**config.mk**
```make
export PLATFORM = sky130hd
export DESIGN_NAME = rf_writeback_arbiter
export DESIGN_NICKNAME = d
export VERILOG_FILES = /design/src/rtl/rf_writeback_arbiter.sv
export SDC_FILE = /design/constraint.sdc
export NUM_CORES = 1
export LEC_CHECK = 0
export BUFFER_PORTS_ARGS = -buffer_cell sky130_fd_sc_hd__buf_2
export CAP_MARGIN = 0
export CORE_UTILIZATION = 55
export DETAILED_ROUTE_END_ITERATION = 10
export GPL_TIMING_DRIVEN = 1
export PLACE_DENSITY = 0.87
export RECOVER_POWER = 25
export SYNTH_ARGS = -nofsm -noshare
export SYNTH_HDL_FRONTEND = slang
export SYNTH_SLANG_ARGS = --single-unit
```
**constraint.sdc**
```tcl
create_clock -name clk -period 6.6 [get_ports clk]
set_input_delay 0.66 -clock clk [delete_from_list [all_inputs] [get_ports clk]]
set_output_delay 0.66 -clock clk [all_outputs]
set_load 0.03 [all_outputs]
```
**src/rtl/rf_writeback_arbiter.sv**
```systemverilog
// rf_writeback_arbiter
//   Writeback stage that owns the single write port of the 32x32 register
//   file. It merges single-cycle ALU results with long-latency results
//   (load unit, later mul/div) into one registered write per cycle.
//   Long-latency results queue in a small in-order FIFO.
//   A starvation counter guarantees the FIFO drains even under a continuous
//   ALU stream. A pending scoreboard tells the hazard unit which registers
//   still wait for a long-latency result.
//
//   Optional feature: define WB_BYPASS_EN to add two combinational bypass
//   read ports. They cover the window between the registered write
//   (posedge) and the register file update (following negedge).
//   With WB_BYPASS_EN undefined, those ports and their logic are absent.

module rf_writeback_arbiter #(
   parameter int DEPTH        = 4,   // long-latency FIFO entries, power of 2, >= 2
   parameter int STARVE_LIMIT = 3    // ALU grants over a non-empty FIFO before it is forced
) (
   input  logic        clk,
   input  logic        reset,
   // single-cycle ALU results
   input  logic        alu_valid,
   output logic        alu_ready,
   input  logic [4:0]  alu_rd,
   input  logic [31:0] alu_data,
   // long-latency results
   input  logic        lsu_valid,
   output logic        lsu_ready,
   input  logic [4:0]  lsu_rd,
   input  logic [31:0] lsu_data,
   // issue-side marking of long-latency destinations
   input  logic        mark_valid,
   input  logic [4:0]  mark_rd,
   output logic [31:0] pending,
   // register-file write port
   output logic        write_en,
   output logic [4:0]  dst_addr,
   output logic [31:0] dst_data
`ifdef WB_BYPASS_EN
   ,
   input  logic [4:0]  byp_addr1,
   input  logic [4:0]  byp_addr2,
   output logic        byp_hit1,
   output logic        byp_hit2,
   output logic [31:0] byp_data1,
   output logic [31:0] byp_data2
`endif
);

   localparam int AW = $clog2(DEPTH);
   localparam int SW = $clog2(STARVE_LIMIT + 1);
   localparam logic [SW-1:0] STARVE_MAX = SW'(STARVE_LIMIT);

   // ------------------------------------------------------------------
   // FIFO storage: each word is {rd, data}. Storage has no reset so it
   // can map onto distributed/block RAM. The head is only ever consumed
   // into the registered write port, so the read is effectively
   // registered.
   // ------------------------------------------------------------------
   logic [36:0]   fifo_mem [DEPTH];
   logic [AW:0]   wr_ptr_reg, wr_ptr_next;
   logic [AW:0]   rd_ptr_reg, rd_ptr_next;
   logic [36:0]   head_word;
   logic [4:0]    head_rd;
   logic [31:0]   head_data;

   logic          fifo_empty;
   logic          fifo_full;
   logic          fifo_push;
   logic          fifo_pop;

   // arbitration state
   logic [SW-1:0] starve_reg, starve_next;
   logic          force_fifo;
   logic          alu_grant;

   // registered write port
   logic          write_en_reg, write_en_next;
   logic [4:0]    dst_addr_reg, dst_addr_next;
   logic [31:0]   dst_data_reg, dst_data_next;

   // pending scoreboard (bit 0 does not exist: x0 is never pending)
   logic [31:1]   pending_reg, pending_next;
   logic [31:1]   pend_set;
   logic [31:1]   pend_clr;

   // ------------------------------------------------------------------
   // FIFO status. Pointers carry one extra wrap bit so full and empty are
   // distinguishable without a separate counter.
   // ------------------------------------------------------------------
   assign fifo_empty = (wr_ptr_reg == rd_ptr_reg);
   assign fifo_full  = (wr_ptr_reg[AW] != rd_ptr_reg[AW]) &&
                       (wr_ptr_reg[AW-1:0] == rd_ptr_reg[AW-1:0]);

   assign head_word  = fifo_mem[rd_ptr_reg[AW-1:0]];
   assign head_rd    = head_word[36:32];
   assign head_data  = head_word[31:0];

   // ------------------------------------------------------------------
   // Arbitration. A saturated starve counter with a non-empty FIFO forces
   // the FIFO head through and back-pressures the ALU for that cycle.
   // Otherwise the ALU wins whenever it presents a result, and the FIFO
   // drains in ALU idle cycles.
   // ------------------------------------------------------------------
   assign force_fifo = (starve_reg == STARVE_MAX) && !fifo_empty;

   assign alu_ready  = !reset && !force_fifo;
   assign alu_grant  = alu_valid && alu_ready;

   // No pass-through when full: a pop in the same cycle does not open a slot.
   assign lsu_ready  = !reset && !fifo_full;
   assign fifo_push  = lsu_valid && lsu_ready;

   assign fifo_pop   = !reset && !fifo_empty && (force_fifo || !alu_valid);

   // Pointer advance for push and pop
   always_comb begin
      wr_ptr_next = wr_ptr_reg + (AW+1)'(fifo_push);
      rd_ptr_next = rd_ptr_reg + (AW+1)'(fifo_pop);
   end

   // Starve counter: counts ALU wins over waiting FIFO data, clears on pop or empty
   always_comb begin
      starve_next = starve_reg;
      if (fifo_pop || fifo_empty) begin
         starve_next = '0;
      end else if (alu_grant && (starve_reg != STARVE_MAX)) begin
         starve_next = starve_reg + 1'b1;
      end
   end

   // Next write-port value: the granted source lands here; rd==0 updates addr/data but never writes
   always_comb begin
      write_en_next = 1'b0;
      dst_addr_next = dst_addr_reg;
      dst_data_next = dst_data_reg;
      if (fifo_pop) begin
         write_en_next = (head_rd != 5'd0);
         dst_addr_next = head_rd;
         dst_data_next = head_data;
      end else if (alu_grant) begin
         write_en_next = (alu_rd != 5'd0);
         dst_addr_next = alu_rd;
         dst_data_next = alu_data;
      end
   end

   // ------------------------------------------------------------------
   // Scoreboard. Each register decodes its own set (issue mark) and clear
   // (FIFO pop of that destination). Set is applied after clear so a
   // re-issue in the same cycle as the old result's retirement stays
   // pending. ALU writes never touch the scoreboard.
   // ------------------------------------------------------------------
   genvar gi;
   generate
      for (gi = 1; gi < 32; gi++) begin : g_sb
         assign pend_set[gi] = mark_valid && (mark_rd == 5'(gi));
         assign pend_clr[gi] = fifo_pop && (head_rd == 5'(gi));
      end
   endgenerate

   // Scoreboard next state: clear first, then set, so set wins
   always_comb begin
      pending_next = (pending_reg & ~pend_clr) | pend_set;
   end

   // FIFO storage write; no reset so the array stays RAM-mappable
   always_ff @(posedge clk) begin
      if (fifo_push) begin
         fifo_mem[wr_ptr_reg[AW-1:0]] <= {lsu_rd, lsu_data};
      end
   end

   // State registers; reset drops any transfer in flight
   always_ff @(posedge clk) begin
      if (reset) begin
         wr_ptr_reg   <= '0;
         rd_ptr_reg   <= '0;
         starve_reg   <= '0;
         write_en_reg <= 1'b0;
         dst_addr_reg <= 5'd0;
         dst_data_reg <= 32'd0;
         pending_reg  <= '0;
      end else begin
         wr_ptr_reg   <= wr_ptr_next;
         rd_ptr_reg   <= rd_ptr_next;
         starve_reg   <= starve_next;
         write_en_reg <= write_en_next;
         dst_addr_reg <= dst_addr_next;
         dst_data_reg <= dst_data_next;
         pending_reg  <= pending_next;
      end
   end

   assign write_en = write_en_reg;
   assign dst_addr = dst_addr_reg;
   assign dst_data = dst_data_reg;
   assign pending  = {pending_reg, 1'b0};

`ifdef WB_BYPASS_EN
   // ------------------------------------------------------------------
   // Bypass: between the registered write and the register file's negedge
   // update, readers of dst_addr must see dst_data instead of the stale
   // file content.
   // ------------------------------------------------------------------
   assign byp_hit1  = write_en_reg && (dst_addr_reg == byp_addr1) && (byp_addr1 != 5'd0);
   assign byp_hit2  = write_en_reg && (dst_addr_reg == byp_addr2) && (byp_addr2 != 5'd0);
   assign byp_data1 = dst_data_reg;
   assign byp_data2 = dst_data_reg;
`endif

endmodule

```
==> reports/qor.yml <==
sta:
  period_minus_slack_ns: 3.811
  setup_viol: 0
  tightest_slew_ns: 1.380
  maxSlewViolCount: 0
  finalCritPeriodShare: 0.5774
  setup-tns-final_ns: 0
  max_freq_ghz: 0.2624
  fin_worst_skew_ns: 0.01516
  layout_setup_ws_ns: 2.789
  rsz0062_at_grt: "no"
  finalHoldViolCount: 0
  relSlewSlack: 0.07720
clock_tree:
  post_cts_resize_count: 0
  cts_hold_buf: 0
  clk_latency_ns: 0.51
  post_cts_buffers: 0
  cts_root_buf: "clkbuf_16"
  cts-htree-levels: 1
  clockBufferDepth: 3
  numCtsBuffers: 23
  cts_sinks: 225
  cts_tree: "built"
  path_clk_slew_ns: 0.06
global_route:
  grt_start_max_net_pins: 74
  overflow: 0
  antenna_found_initial: 0
  track_usage: 0.2590
  grt_first_pass_wirelength_mm: 32.88
  grt_pass1_vias: 5947
drt:
  ant_nets: 0
  vias_per_cell: 6.342
  vias: 6082
  routedWlPerCell_um: 22.61
  first_iter_violations: 509
  drt_wl_total_mm: 21.69
  first_pass_iters: 5
  drc: 0
outcome:
  status: "finished, final reports clean"
synthesis:
  yosysWarningCount: 0
  syn-mean-instance-area_um2: 15.34
  synth_cell_type_count: 50
  syn_inst: 586
  ys_ff_latch: 225
  synth_common_cells: "edfxtp_1 (148), dfxtp_1 (77), a21oi_1 (55), mux4_2 (37)"
  syn_area_mm2: 0.008990
  synth_edf_count: 148
  ys_top_cells_by_area: "edfxtp_1 (49%), dfxtp_1 (17%), mux4_2 (9.3%), mux2i_1 (3.6%), o221ai_1 (3.1%)"
  synth.most_common_cell: "edfxtp_1"
  synthFlopType: "edfxtp_1"
  yosys.area.top_type: "edfxtp_1"
  async_flop_share: 0
  ys_seq_area_frac: 0.6658
  syn-num-nets: 675
  synth.top_cell.area_share: 0.4944
run:
  cap_violations: 0
cells_and_area:
  area_growth_pct: 18.19
  final_nets: 815
  diodes: 0
  fin_cells: 959
  drive_above_1_share: 0.2974
  largest_register_ffs: 148
die:
  fp.dieH_um: 129.9
  dieArea_mm2: 0.01686
  core_mm2: 0.01594
  io_pins: 156
  rows: 46
  die_x_um: 129.9
  start_util: 0.5639
worst_hold_path:
  worstHoldStart: "lsu_data[4]"
  hp-class: "in -> reg"
setup_path:
  worst_setup_path_start_kind: "register"
  max_stage_delay_ns: 1.02
  cpMaxStageDelayCell: "dfxtp_2"
  crit_family: "flip-flops"
  timing.rr.start: "rd_ptr_reg[1]"
  path_class: "reg -> out"
  cp-startpoint: "rd_ptr_reg[1]"
  critical_path_buf_inv_count: 1
  end_kind: "primary output"
  cp_max_fo: 39
  critical_path.cell_chain: "xnor2_1 -> nand3_2 -> a21oi_1 -> buf_2"
  crit_required_ns: 5.94
  worstPathArrival_ns: 3.15
placed_design:
  placed_cells: 917
  dp_hpwl_mm: 13.25
  port-buffer-count: 154
  dp_slack_ns: 3.011
  gp_congestion: 0.8948
power_and_ir_drop:
  p_leak_nw: 3.792
  vdd_drop_max_uv: 255.4
  cellPowerDensity_mw_per_mm2: 301.6
==> layout make-up <==
| type | instances | area (µm²) |
|---|---|---|
| flip-flops and latches | 225 | 5988 |
| fillers | 1086 | 5318 |
| multi-input cells | 308 | 2810 |
| repair buffers | 159 | 770.7 |
| clock buffers | 28 | 594.3 |
| well taps | 216 | 270.3 |
| clock inverters | 14 | 157.7 |
| inverters | 9 | 33.78 |
==> path summary, 6_finish.rpt <==
check,cells after the start,slack [ns],to
min,1,0.39,fifo_mem[1][4]
max reg2reg,4,2.97,fifo_mem[1][14]
max,4,2.79,alu_ready
min reg2reg,2,0.48,pending_reg[2]
==> stage by stage <==
stage          power (W)  utilization  instance area, µm²  hold WS (ns)
2_1_floorplan   0.001824            -                8990        0.5321
3_3_place_gp    0.001912       0.6216                9911        0.4605
3_5_place_dp    0.001931       0.6216                9911        0.4709
4_1_cts         0.003223       0.6688               10660        0.3478
5_1_grt         0.003293       0.6665               10630        0.3880
6_report        0.003204       0.6665               10630        0.3935
==> layer usage <==
metal  GRT usage  vias up  routed length, µm
li1            -     2669                  -
met1      0.3392     2978               8492
met2      0.4385      381              10660
met3     0.04633       54               1949
met4     0.08960        0                584
met5           0        -                  0
==> cell families (layout without fill, tap and decap cells) <==
| family | after synthesis | in the layout | synth area share |
|---|---|---|---|
| DFF | 225 | 225 | 0.6658 |
| xor gates and xnor gates | 6 | 6 | 0.006681 |
| other | 1 | 1 | 0.0004171 |
| and+or+nand+nor | 72 | 72 | 0.04607 |
| buffers and inverters | 53 | 210 | 0.02658 |
| muxes | 69 | 69 | 0.1283 |
| adders and majority gates | 5 | 5 | 0.006959 |
| AOI/OAI and AO/OA | 155 | 155 | 0.1191 |
==> placed cells by master (no fill, tap or decap), drive strengths merged, types with 5 or more instances in the layout <==
cell	netlist	routed
nand2	22	22
o221ai	32	32
a21oi	55	55
edfxtp	148	148
clkbuf	26	58
mux4	37	37
xnor2	5	5
a22oi	24	24
clkinv	0	7
a41oi	10	10
buf	18	129
nor2b	5	5
nor2	14	14
a31oi	18	18
ha	5	5
o221a	5	5
mux2i	32	32
nor3b	6	6
inv	9	11
dfxtp	77	77
==> where the power goes <==
| part | internal, W | leakage, nW | switching (W) |
|---|---|---|---|
| Sequential | 0.00155 | 1.98 | 0.0000236 |
| Combinational | 0.000120 | 1.45 | 0.000214 |
| Clock | 0.000764 | 0.368 | 0.000534 |
Power figures use the tool's default switching activity.
